## src/rtl/serial_twos_comp_if.sv

```systemverilog
// Bit-serial stream bundle for serial_twos_comp: input beat with framing/mode,
// registered output beat with framing and error strobes.
interface serial_twos_comp_if;
    logic in_valid;
    logic in_bit;
    logic in_sof;
    logic neg;
    logic out_valid;
    logic out_bit;
    logic out_sof;
    logic out_eof;
    logic ovf;
    logic frame_err;

    modport master (
        output in_valid, in_bit, in_sof, neg,
        input  out_valid, out_bit, out_sof, out_eof, ovf, frame_err
    );

    modport slave (
        input  in_valid, in_bit, in_sof, neg,
        output out_valid, out_bit, out_sof, out_eof, ovf, frame_err
    );
endinterface

```

## src/rtl/serial_twos_comp.sv

```systemverilog
// Framed bit-serial two's-complement unit: per word, pass through or negate LSB-first
// using copy-until-first-one / invert-thereafter, with registered outputs.
module serial_twos_comp #(
    parameter int unsigned W  = 8,
    parameter int unsigned CW = $clog2(W)
) (
    input logic               clk,
    input logic               reset,
    serial_twos_comp_if.slave bus
);
    typedef enum logic [1:0] {StIdle, StCopy, StInv} state_e;

    localparam logic [CW-1:0] LastIdx = CW'(W - 1);

    state_e        state_q, state_d;
    logic [CW-1:0] idx_q, idx_d;
    logic          neg_q, neg_d;
    logic          out_valid_q, out_valid_d;
    logic          out_bit_q, out_bit_d;
    logic          out_sof_q, out_sof_d;
    logic          out_eof_q, out_eof_d;
    logic          ovf_q, ovf_d;
    logic          frame_err_q, frame_err_d;

    state_e        cur_state;
    logic [CW-1:0] cur_idx;
    logic          cur_neg;
    logic          accept;
    logic          last;
    logic          first_one;

    always_comb begin
        state_d     = state_q;
        idx_d       = idx_q;
        neg_d       = neg_q;
        out_valid_d = 1'b0;
        out_bit_d   = out_bit_q;
        out_sof_d   = 1'b0;
        out_eof_d   = 1'b0;
        ovf_d       = 1'b0;
        frame_err_d = 1'b0;
        cur_state   = state_q;
        cur_idx     = idx_q;
        cur_neg     = neg_q;
        accept      = 1'b0;
        last        = 1'b0;
        first_one   = 1'b0;

        if (bus.in_valid) begin
            if (bus.in_sof) begin
                // sof always restarts framing; a word still in flight is abandoned
                cur_state   = StCopy;
                cur_idx     = '0;
                cur_neg     = bus.neg;
                neg_d       = bus.neg;
                frame_err_d = (state_q != StIdle);
                accept      = 1'b1;
            end else if (state_q == StIdle) begin
                frame_err_d = 1'b1;
            end else begin
                accept = 1'b1;
            end
        end

        if (accept) begin
            last        = (cur_idx == LastIdx);
            first_one   = cur_neg && (cur_state == StCopy) && bus.in_bit;
            out_valid_d = 1'b1;
            out_bit_d   = bus.in_bit ^ (cur_neg && (cur_state == StInv));
            out_sof_d   = (cur_idx == '0);
            out_eof_d   = last;
            if (last) begin
                state_d = StIdle;
                idx_d   = '0;
                // still copying at a set MSB means the word was 1 followed by zeros
                ovf_d   = first_one;
            end else begin
                idx_d   = cur_idx + CW'(1);
                state_d = first_one ? StInv : cur_state;
            end
        end
    end

    always_ff @(posedge clk or posedge reset) begin
        if (reset) begin
            state_q     <= StIdle;
            idx_q       <= '0;
            neg_q       <= 1'b0;
            out_valid_q <= 1'b0;
            out_bit_q   <= 1'b0;
            out_sof_q   <= 1'b0;
            out_eof_q   <= 1'b0;
            ovf_q       <= 1'b0;
            frame_err_q <= 1'b0;
        end else begin
            state_q     <= state_d;
            idx_q       <= idx_d;
            neg_q       <= neg_d;
            out_valid_q <= out_valid_d;
            out_bit_q   <= out_bit_d;
            out_sof_q   <= out_sof_d;
            out_eof_q   <= out_eof_d;
            ovf_q       <= ovf_d;
            frame_err_q <= frame_err_d;
        end
    end

    assign bus.out_valid = out_valid_q;
    assign bus.out_bit   = out_bit_q;
    assign bus.out_sof   = out_sof_q;
    assign bus.out_eof   = out_eof_q;
    assign bus.ovf       = ovf_q;
    assign bus.frame_err = frame_err_q;
endmodule
```

## src/flat_wrapper.sv

```systemverilog
// flat-port wrapper written by rule: the top's interface ports become plain ports
module serial_twos_comp_flat 
#(
    parameter int unsigned W  = 8,
    parameter int unsigned CW = $clog2(W)
)
  (clk, reset, bus_in_valid, bus_in_bit, bus_in_sof, bus_neg, bus_out_valid, bus_out_bit, bus_out_sof, bus_out_eof, bus_ovf, bus_frame_err);
  serial_twos_comp_if bus_i ();
  input logic clk;
  input logic reset;
  input wire logic [$bits(bus_i.in_valid)-1:0] bus_in_valid;
  input wire logic [$bits(bus_i.in_bit)-1:0] bus_in_bit;
  input wire logic [$bits(bus_i.in_sof)-1:0] bus_in_sof;
  input wire logic [$bits(bus_i.neg)-1:0] bus_neg;
  output wire logic [$bits(bus_i.out_valid)-1:0] bus_out_valid;
  output wire logic [$bits(bus_i.out_bit)-1:0] bus_out_bit;
  output wire logic [$bits(bus_i.out_sof)-1:0] bus_out_sof;
  output wire logic [$bits(bus_i.out_eof)-1:0] bus_out_eof;
  output wire logic [$bits(bus_i.ovf)-1:0] bus_ovf;
  output wire logic [$bits(bus_i.frame_err)-1:0] bus_frame_err;
  assign bus_i.in_valid = bus_in_valid;
  assign bus_i.in_bit = bus_in_bit;
  assign bus_i.in_sof = bus_in_sof;
  assign bus_i.neg = bus_neg;
  assign bus_out_valid = bus_i.out_valid;
  assign bus_out_bit = bus_i.out_bit;
  assign bus_out_sof = bus_i.out_sof;
  assign bus_out_eof = bus_i.out_eof;
  assign bus_ovf = bus_i.ovf;
  assign bus_frame_err = bus_i.frame_err;
  serial_twos_comp #(.W(W), .CW(CW)) u_core (.clk(clk), .reset(reset), .bus(bus_i));
endmodule
```

## config.mk

```make
export PLATFORM = sky130hd
export DESIGN_NAME = serial_twos_comp_flat
export DESIGN_NICKNAME = d
export VERILOG_FILES = /design/src/rtl/serial_twos_comp_if.sv /design/src/rtl/serial_twos_comp.sv /design/src/flat_wrapper.sv
export SDC_FILE = /design/constraint.sdc
export NUM_CORES = 1
export LEC_CHECK = 0
export ABC_AREA = 1
export BUFFER_PORTS_ARGS = -buffer_cell sky130_fd_sc_hd__clkbuf_2
export CORE_MARGIN = 2
export CORE_UTILIZATION = 45
export CTS_BUF_LIST = sky130_fd_sc_hd__clkbuf_8
export DETAILED_ROUTE_END_ITERATION = 8
export GPL_ROUTABILITY_DRIVEN = 0
export PLACE_DENSITY = 0.68
export RECOVER_POWER = 25
export SKIP_CTS_REPAIR_TIMING = 1
export SLEW_MARGIN = 20
export SYNTH_ARGS = -nofsm -noshare
export SYNTH_HDL_FRONTEND = slang
export SYNTH_SLANG_ARGS = --single-unit
```

## constraint.sdc

```tcl
create_clock -name clk -period 1.58 [get_ports clk]
set_clock_uncertainty 0.05 [all_clocks]
set_input_delay 0.237 -clock clk [delete_from_list [all_inputs] [get_ports clk]]
set_output_delay 0.237 -clock clk [all_outputs]
set_load 0.1 [all_outputs]
```

==> results of run 1 <==
[final timing paths]
check,startpoint,endpoint,slack [ns],cells past startpoint
setup reg to reg,u_core.idx_q[1]$_DFFE_PP0P_,u_core.state_q[0]$_DFFE_PP0P_,0.17,9
max in group asynchronous,reset,u_core.idx_q[2]$_DFFE_PP0P_,0.70,3
min in group asynchronous,reset,u_core.bus.out_valid$_DFF_PP0_,0.47,3
setup / recovery,u_core.idx_q[1]$_DFFE_PP0P_,u_core.state_q[0]$_DFFE_PP0P_,0.17,9
hold reg to reg,u_core.bus.out_bit$_DFFE_PP0P_,u_core.bus.out_bit$_DFFE_PP0P_,0.43,2
hold / removal,bus_in_bit,u_core.bus.ovf$_DFF_PP0_,0.24,3
[report_power, final]
group	internal, µW	total (µW)	switching [µW]
registers	402	446	44.3
clock network	221	341	121
logic	168	654	485
[layer usage]
| layer | up-vias | global-route usage [%] | wire length, µm |
|---|---|---|---|
| met3 | 2 | 6.52 | 56 |
| met4 | 0 | 7.26 | 15 |
| li1 | 246 | - | - |
| met2 | 12 | 27.7 | 542 |
| met5 | - | 0 | 0 |
| met1 | 214 | 21.5 | 493 |
[cell families after synthesis]
family	after synthesis	synth area share, %
fa+ha+maj	4	8.03
compound gates	3	3.21
buf+inv	14	8.43
simple gates	37	32.1
flops	12	48.2
[cells in the final DEF (no fill, tap or decap), types with 2 or more instances in the layout]
cell type  netlist  final
nand2_2          3      2
inv_1           12     12
inv_2            2      2
buf_4            0      2
dfrtp_1         12     12
clkbuf_8         0      4
nand3_1          4      4
clkbuf_2         0     11
nand2_1         18     19
nand2_4          2      2
nor2_1           6      6
ha_1             4      4
[cell type report]
class | instances | area (µm²)
Sequential cell | 12 | 300
Tap cell | 15 | 18.8
Fill cell | 129 | 527
Clock buffer | 4 | 55.1
Timing Repair Buffer | 14 | 80.1
Multi-Input combinational cell | 44 | 268
Inverter | 14 | 52.6
[flip-flops by register name, indices dropped and copies added, names as in the netlist]
register / cells
u_core.idx_q: 3
u_core.bus.out_bit: 1
u_core.bus.out_sof: 1
u_core.bus.out_valid: 1
u_core.state_q: 2
u_core.bus.ovf: 1
u_core.bus.out_eof: 1
u_core.neg_q: 1
u_core.bus.frame_err: 1
[metrics by stage]
| stage | setup slack, ns | hold slack (ns) | cell area, µm² | power [µW] | utilization, % |
|---|---|---|---|---|---|
| 5_1_grt | 0.114 | 0.258 | 774 | 1550 | 59.5 |
| 6_report | 0.173 | 0.245 | 774 | 1440 | 59.5 |
| 2_1_floorplan | 0.273 | 0.0517 | 623 | 975 | - |
| 4_1_cts | 0.169 | -0.0595 | 767 | 1460 | 58.9 |
| 3_5_place_dp | 0.116 | 0.196 | 712 | 1100 | 54.7 |
| 3_3_place_gp | 0.150 | 0.200 | 712 | 1090 | 54.7 |
[worst min-delay path: stages]
cell      delay, ns
clkbuf_2       0.12
nand4_2        0.11
nor3_2         0.04
==> impl_metrics.tcl, run 1 <==
set metrics [dict create \
    yosysTopAreaCell "dfrtp_1" \
    antenna_found_initial 0 \
    drt_first_pass_iters 4 \
    hold_viol 0 \
    syn-num-nets 80 \
    clk_pin_slew_ns 0.06 \
    grt_pass1_wl_um 1870 \
    yosysMostFrequentCell "nand2_1" \
    cts_root_buffer "clkbuf_8" \
    netlist_instances 70 \
    avgRoutedWirePerCell_um 10.8 \
    maxCapViolations 0 \
    drc_errors 0 \
    fmax_mhz 711 \
    yosys.area.top_type_share_pct 48.2 \
    min_path_type "in -> reg" \
    worstSetupStartpointType "register" \
    dpl.hpwl_um 800 \
    ys.flop_type "dfrtp_1" \
    chipHeight_um 41.2 \
    path_max_fanout 3 \
    cts_tree "done" \
    min_period_ns 1.41 \
    cp_cell_sequence "nand2_1 > inv_1 > ha_1 > ha_1 > inv_1 > nand2_4 > a21oi_2 > nand2_1 > nand2_1" \
    io_buffers 11 \
    numCtsBuffers 3 \
    synth.avg_cell_area_um2 8.90 \
    die_w_um 41.2 \
    synth_edf_count 0 \
    cp_data_arrival_time_ns 1.54 \
    num_rows 13 \
    final_nets 99 \
    synthToLayoutAreaGrowth_pct 24.3 \
    tns_ns 0 \
    grtUsageTotal_pct 17.6 \
    timing.slew.headroom_pct 64.0 \
    clk_path_buf_depth 2 \
    cts.sinks 12 \
    grt_pass1_vias 442 \
    ant_nets 0 \
    clk_latency_ns 0.24 \
    via_per_inst 4.60 \
    power_leakage_uw 0.000443 \
    syn_area_um2 623 \
    synth-seq-area-share_pct 48.2 \
    synth_cell_types 16 \
    dr_total_vias 474 \
    cp-end-kind "register" \
    layout-drive-gt1-share_pct 31.8 \
    path_buf_inv 2 \
    core_um2 1300 \
    grt_max_degree 13 \
    tightestPinTransition_ns 0.542 \
    critPathMostFrequentCell "nand2_1" \
    worst-setup-path-type "reg -> reg" \
    ys_seq_elements 12 \
    start_util_pct 47.9 \
    n_antenna_cell 0 \
    post_synth_most_frequent_cells "18 x nand2_1, 12 x dfrtp_1, 12 x inv_1, 6 x nor2_1" \
    wl_um 1110 \
    setup_violations 0 \
    synthArstFlopShare_pct 100 \
    fin_crit_sh_pct 89.0 \
    ioPinCount 12 \
    stdcell_count 103 \
    timing.critical_path.slowest_stage_cell "dfrtp_1" \
    yosysWarnings 0 \
    cp_top_family "flip-flops" \
    power_density_nw_per_um2 1860 \
    cp.required_ns 1.72 \
    status "finished clean" \
    h-tree-depth 1 \
    place_inst 98 \
    first_iter_violations 11 \
    die_area_um2 1700 \
    finalMaxSlewViolations 0 \
    rsz0062_at_grt "no" \
    ir_drop_mv 0.909 \
    slowest_delay_ns 0.38 \
    synth_area_leaders "dfrtp_1 48%, nand2_1 11%, ha_1 8.0%, inv_1 7.2%, nand2_4 3.6%" \
    grt_overflow 0 \
]
Power figures use the tool's default switching activity.
==> inputs of run 2 (changes only) <==
--- a/config.mk
+++ b/config.mk
@@ -12,6 +12,7 @@
 export CTS_BUF_LIST = sky130_fd_sc_hd__clkbuf_8
 export DETAILED_ROUTE_END_ITERATION = 8
 export GPL_ROUTABILITY_DRIVEN = 0
+export MAX_ROUTING_LAYER = met4
 export PLACE_DENSITY = 0.68
 export RECOVER_POWER = 25
 export SKIP_CTS_REPAIR_TIMING = 1
==> run 2 against run 1 <==
Compared with the run above:
- worst setup slack improved by 0.0025 ns
- highest routed layer unchanged
- wire length unchanged
- critical path type unchanged
- combinational power about the same
- first-iteration DRC count unchanged
- flip-flop and latch count unchanged
- final area unchanged
- power about the same
- sequential share of layout area unchanged
- die area unchanged
- via count decreased by 1.1%
- fmax increased by 0.18%
==> impl_metrics.tcl, run 2 (same netlist as run 1, synthesis figures left out) <==
set metrics [dict create \
    worst-setup-path-type "reg -> reg" \
    final_cell_mix "19 x nand2_1, 12 x inv_1, 12 x dfrtp_1" \
    dr_total_vias 469 \
    ant_nets 0 \
    synthToLayoutAreaGrowth_pct 24.3 \
    min_to "u_core.bus.ovf$_DFF_PP0_" \
    fin_crit_sh_pct 88.9 \
    io_buffers 11 \
    grtUsageTotal_pct 18.1 \
    grt_pass1_wl_um 1860 \
    via_per_inst 4.55 \
    fillers 129 \
    reg2regPathDepth 9 \
    fin_util_pct 59.5 \
    crit_start "u_core.idx_q[1]$_DFFE_PP0P_" \
    dpl.hpwl_um 800 \
    grt_max_degree 13 \
    clk_pin_slew_ns 0.06 \
    tns_ns 0 \
    power_leakage_uw 0.000443 \
    rsz0062_at_grt "no" \
    cp_data_arrival_time_ns 1.54 \
    finalMaxSlewViolations 0 \
    layout-drive-gt1-share_pct 31.8 \
    hold_start "bus_in_bit" \
    tightestPinTransition_ns 0.542 \
    rrSetupSlack_ns 0.18 \
    ioPinCount 12 \
    setup_violations 0 \
    numCtsBuffers 3 \
    clk_latency_ns 0.24 \
    cts_root_buffer "clkbuf_8" \
    fmax_mhz 712 \
    final_nets 99 \
    ir_drop_mv 0.909 \
    drc_errors 0 \
    num_rows 13 \
    largest_reg_flops 3 \
    hold_viol 0 \
    cts.sinks 12 \
    cts_tree "done" \
    wl_um 1110 \
    cp-end-kind "register" \
    h-tree-depth 1 \
    path_max_fanout 3 \
    worstSetupStartpointType "register" \
    grt_overflow 0 \
    whs_path_depth 3 \
    power_density_nw_per_um2 1860 \
    min_period_ns 1.40 \
    avgRoutedWirePerCell_um 10.8 \
    antenna_found_initial 0 \
    layout_commonest_cell "nand2_1" \
    cp.required_ns 1.72 \
    timing.critical_path.slowest_stage_cell "dfrtp_1" \
    first_iter_violations 11 \
    timing.slew.headroom_pct 64.0 \
    largest_registers "u_core.idx_q x3, u_core.state_q x2" \
    min_path_type "in -> reg" \
    r2r_start "u_core.idx_q[1]$_DFFE_PP0P_" \
    drt_first_pass_iters 2 \
    die_w_um 41.2 \
    critPathMostFrequentCell "nand2_1" \
    maxCapViolations 0 \
    top_register "u_core.idx_q" \
    start_util_pct 47.9 \
    finalPower_uw 1440 \
    clk_path_buf_depth 2 \
    chipHeight_um 41.2 \
    n_antenna_cell 0 \
    slowest_delay_ns 0.38 \
    status "finished clean" \
    core_um2 1300 \
    die_area_um2 1700 \
    grt_pass1_vias 444 \
    reg2reg_to "u_core.state_q[0]$_DFFE_PP0P_" \
    cp_cell_sequence "nand2_1 > inv_1 > ha_1 > ha_1 > inv_1 > nand2_4 > a21oi_2 > nand2_1 > nand2_1" \
]
[run 2: cell counts in the layout (fill, tap and decap cells not counted)]
Identical to the previous run, type by type.
[run 2: worst max-delay path by stage]
stage / endpoint / slack [ns] / depth (start not counted)
after global placement: u_core.state_q[0]$_DFFE_PP0P_ / 0.15 / 11
after detailed placement: u_core.state_q[0]$_DFFE_PP0P_ / 0.12 / 11
final: u_core.state_q[0]$_DFFE_PP0P_ / 0.18 / 9
after CTS: u_core.state_q[0]$_DFFE_PP0P_ / 0.17 / 9
after global routing: u_core.state_q[0]$_DFFE_PP0P_ / 0.11 / 9
after floorplan: u_core.state_q[0]$_DFFE_PP0P_ / 0.27 / 9
[run 2: area by class of cell]
type                            instances  area (µm²)  share of cell area (%)
Sequential cell                        12         300                    38.8
Multi-Input combinational cell         44         268                    34.6
Timing Repair Buffer                   14        80.1                    10.3
Clock buffer                            4        55.1                    7.11
Inverter                               14        52.6                    6.79
Tap cell                               15        18.8                    2.42
[run 2: where the power goes]
group | total, µW | internal [µW] | switching [µW] | leakage (µW)
Sequential | 446 | 402 | 43.9 | 0.000154
Combinational | 653 | 168 | 485 | 0.000260
Clock | 341 | 221 | 121 | 0.0000288
Total | 1440 | 791 | 649 | 0.000443
[run 2: layer usage]
layer / wire, µm / GRT usage [%]
met1: 494 / 21.5
met2: 541 / 27.7
met3: 56 / 6.52
met4: 16 / 7.26
met5: 0 / -
[run 2: metrics by stage]
step           setup slack [ns]  instance area (µm²)  cells  hold slack [ns]
2_1_floorplan             0.273                  623     70           0.0517
3_3_place_gp              0.150                  712     98            0.200
3_5_place_dp              0.116                  712     98            0.196
4_1_cts                   0.169                  767    102          -0.0595
5_1_grt                   0.114                  774    103            0.258
6_report                  0.176                  774    103            0.245
[run 2: critical path, delay by kind of cell, from the launching register on]
family	cells	cell delay (ns)
flip-flops	1	0.38
adder cells (fa/ha/maj)	2	0.37
AND/OR/NAND/NOR	4	0.27
buffers and inverters	2	0.18
AO/OA/AOI/OAI	1	0.10
==> inputs of run 3 (changes only) <==
--- a/config.mk
+++ b/config.mk
@@ -5,15 +5,16 @@
 export SDC_FILE = /design/constraint.sdc
 export NUM_CORES = 1
 export LEC_CHECK = 0
-export ABC_AREA = 1
 export BUFFER_PORTS_ARGS = -buffer_cell sky130_fd_sc_hd__clkbuf_2
+export CELL_PAD_IN_SITES_DETAIL_PLACEMENT = 1
+export CELL_PAD_IN_SITES_GLOBAL_PLACEMENT = 1
 export CORE_MARGIN = 2
-export CORE_UTILIZATION = 45
+export CORE_UTILIZATION = 41
 export CTS_BUF_LIST = sky130_fd_sc_hd__clkbuf_8
 export DETAILED_ROUTE_END_ITERATION = 8
 export GPL_ROUTABILITY_DRIVEN = 0
 export MAX_ROUTING_LAYER = met4
-export PLACE_DENSITY = 0.68
+export PLACE_DENSITY = 0.79
 export RECOVER_POWER = 25
 export SKIP_CTS_REPAIR_TIMING = 1
 export SLEW_MARGIN = 20
==> run 3 against run 2 <==
Compared with the run above:
- the run now ends with hold timing left
- first-iteration DRC count shrank 18%
- fmax shrank 6.2%
- power shrank 28%
- highest routed layer unchanged
- combinational power shrank 51%
- hold slack lost 0.31 ns
- cell count shrank 11%
- sequential share of layout area shrank 0.31 points
- global-route usage grew 0.76 points
- wire length grew 23%
- clock power shrank 2%
- final area grew 0.81%
==> impl_metrics.tcl, run 3 <==
set metrics [dict create \
    status "finished, violations left" \
    ir_drop_mv 0.780 \
    antenna_found_initial 0 \
    synth_edf_count 0 \
    avgRoutedWirePerCell_um 14.8 \
    grt_max_degree 13 \
    wl_um 1360 \
    synth.avg_cell_area_um2 10.2 \
    syn_area_um2 583 \
    min_period_ns 1.50 \
    setup_violations 0 \
    design_area_um2 781 \
    grtUsageTotal_pct 18.9 \
    layout-drive-gt1-share_pct 40.3 \
    ys.flop_type "dfrtp_1" \
    violations "hold timing" \
    worst-setup-path-type "reg -> reg" \
    cp_data_arrival_time_ns 1.58 \
    cp-end-kind "register" \
    numCtsBuffers 3 \
    synth_cell_types 23 \
    fmax_mhz 668 \
    chipHeight_um 41.7 \
    dr_total_vias 473 \
    core_um2 1320 \
    ioPinCount 12 \
    worstSetupStartpointType "register" \
    slowest_delay_ns 0.44 \
    ys_seq_elements 12 \
    cts.sinks 12 \
    stdcell_count 92 \
    clk_latency_ns 0.24 \
    min_path_type "in -> async" \
    grt_pass1_vias 515 \
    grt_overflow 0 \
    timing.critical_path.slowest_stage_cell "dfrtp_1" \
    n_antenna_cell 0 \
    clk_pin_slew_ns 0.06 \
    finalMaxSlewViolations 0 \
    power_density_nw_per_um2 1340 \
    start_util_pct 44.3 \
    drt_first_pass_iters 4 \
    path_max_fanout 5 \
    io_buffers 11 \
    dpl_cell_area_um2 697 \
    synth-seq-area-share_pct 51.5 \
    synthToLayoutAreaGrowth_pct 33.9 \
    syn-num-nets 67 \
    post_synth_most_frequent_cells "12 x dfrtp_1, 12 x nand2_1, 5 x inv_1, 4 x ha_1" \
    yosys.area.top_type_share_pct 51.5 \
    synth_area_leaders "dfrtp_1 52%, ha_1 8.6%, nand2_1 7.7%, and2_1 3.2%, inv_1 3.2%" \
    synthArstFlopShare_pct 100 \
    largest_reg_flops 3 \
    cts_tree "done" \
    fin_util_pct 59.3 \
    drc_errors 0 \
    final_nets 88 \
    power_leakage_uw 0.000404 \
    whs_ns -0.0641 \
    cp_cell_sequence "nor2_2 > ha_2 > nand2b_2 > buf_4 > o31ai_1" \
    die_area_um2 1740 \
    clk_path_buf_depth 2 \
    yosysTopAreaCell "dfrtp_1" \
    h-tree-depth 1 \
    largest_registers "u_core.idx_q x3, u_core.state_q x2" \
    fillers 155 \
    netlist_instances 57 \
    num_rows 13 \
    cp.required_ns 1.66 \
    dpl.hpwl_um 1020 \
    cts_root_buffer "clkbuf_8" \
    place_inst 88 \
    timing.slew.headroom_pct 63.8 \
    tightestPinTransition_ns 0.545 \
    first_iter_violations 9 \
    ant_nets 0 \
    yosysWarnings 0 \
    die_w_um 41.7 \
    rsz0062_at_grt "no" \
    final_cell_mix "12 x nand2_1, 12 x dfrtp_1, 11 x clkbuf_2" \
    hold_viol 12 \
    fin_crit_sh_pct 94.8 \
    top_register "u_core.idx_q" \
    grt_pass1_wl_um 2370 \
    maxCapViolations 0 \
    via_per_inst 5.14 \
]
==> run 3: cell count changes in the layout (fill, tap and decap cells not counted), moves of 2 or more <==
cell / previous run / this run
nand2_4: 2 / 0
and2_1: 0 / 3
nand3_1: 4 / 0
buf_4: 2 / 6
inv_1: 12 / 5
ha_1: 4 / 2
ha_2: 0 / 2
nor2b_1: 0 / 2
nand2_1: 19 / 12
nor2_1: 6 / 2
==> run 3: stage by stage <==
| stage | power, µW | setup TNS [ns] | worst slack (ns) | hold WS, ns |
|---|---|---|---|---|
| after floorplan | 618 | 0 | 0.147 | 0.0517 |
| after global placement | 695 | 0 | 0.0509 | 0.197 |
| after detailed placement | 704 | -0.0634 | -0.0634 | 0.210 |
| after CTS | 1050 | -0.00950 | -0.00950 | -0.0482 |
| after global routing | 1100 | 0 | 0.00665 | 0.00446 |
| final | 1040 | 0 | 0.0821 | -0.0641 |
==> run 3: worst max-delay path: cells and delay by family, from the launching register on <==
family | cells | cell delay, ns
AND/OR/NAND/NOR | 2 | 0.29
adder cells (fa/ha/maj) | 1 | 0.20
AO/OA/AOI/OAI | 1 | 0.25
buffers and inverters | 1 | 0.16
flip-flops | 1 | 0.44
==> run 3: final timing paths <==
| kind | startpoint | end | slack (ns) | cells past startpoint |
|---|---|---|---|---|
| setup / recovery | u_core.state_q[0]$_DFFE_PP0P_ | u_core.idx_q[0]$_DFFE_PP0P_ | 0.08 | 5 |
| hold / removal | reset | u_core.neg_q$_DFF_PP0_ | -0.06 | 2 |
| setup reg to reg | u_core.state_q[0]$_DFFE_PP0P_ | u_core.idx_q[0]$_DFFE_PP0P_ | 0.08 | 5 |
| hold reg to reg | u_core.idx_q[2]$_DFFE_PP0P_ | u_core.idx_q[2]$_DFFE_PP0P_ | 0.41 | 2 |
| max in group asynchronous | reset | u_core.idx_q[1]$_DFFE_PP0P_ | 1.22 | 2 |
| min in group clk | bus_in_bit | u_core.bus.ovf$_DFF_PP0_ | 0.26 | 3 |
==> run 3: cell type report <==
| class | instances | area (µm²) | area share (%) |
|---|---|---|---|
| timing repair buffer | 17 | 100 | 12.8 |
| multi-input combinational | 38 | 284 | 36.4 |
| inverter | 6 | 22.5 | 2.88 |
| clock buffer | 4 | 55.1 | 7.05 |
| tap | 15 | 18.8 | 2.40 |
| sequential | 12 | 300 | 38.5 |
==> run 3: per-layer routing <==
metal  wire length [µm]  track usage, %  part of all wire [%]
met1                591            23.1                    43
met2                714            29.1                    53
met3                 39            4.78                   2.9
met4                 14            9.03                   1.0
met5                  0               -                     0
==> run 3: cell families (layout without fill, tap and decap cells) <==
kind of cell	after synthesis	after routing	synth area share, %
buffers and inverters	7	27	4.72
AO/OA/AOI/OAI	8	8	12.0
adder cells (fa/ha/maj)	4	4	8.58
AND/OR/NAND/NOR	25	25	21.7
flip-flops	12	12	51.5
XOR/XNOR	1	1	1.50
==> run 3: power breakdown <==
part / leakage, µW / internal [µW] / switching (µW) / total [µW]
Combinational: 0.000228 / 103 / 217 / 320
Clock: 0.0000288 / 220 / 113 / 333
Sequential: 0.000147 / 361 / 29.5 / 391
Total: 0.000404 / 684 / 359 / 1040
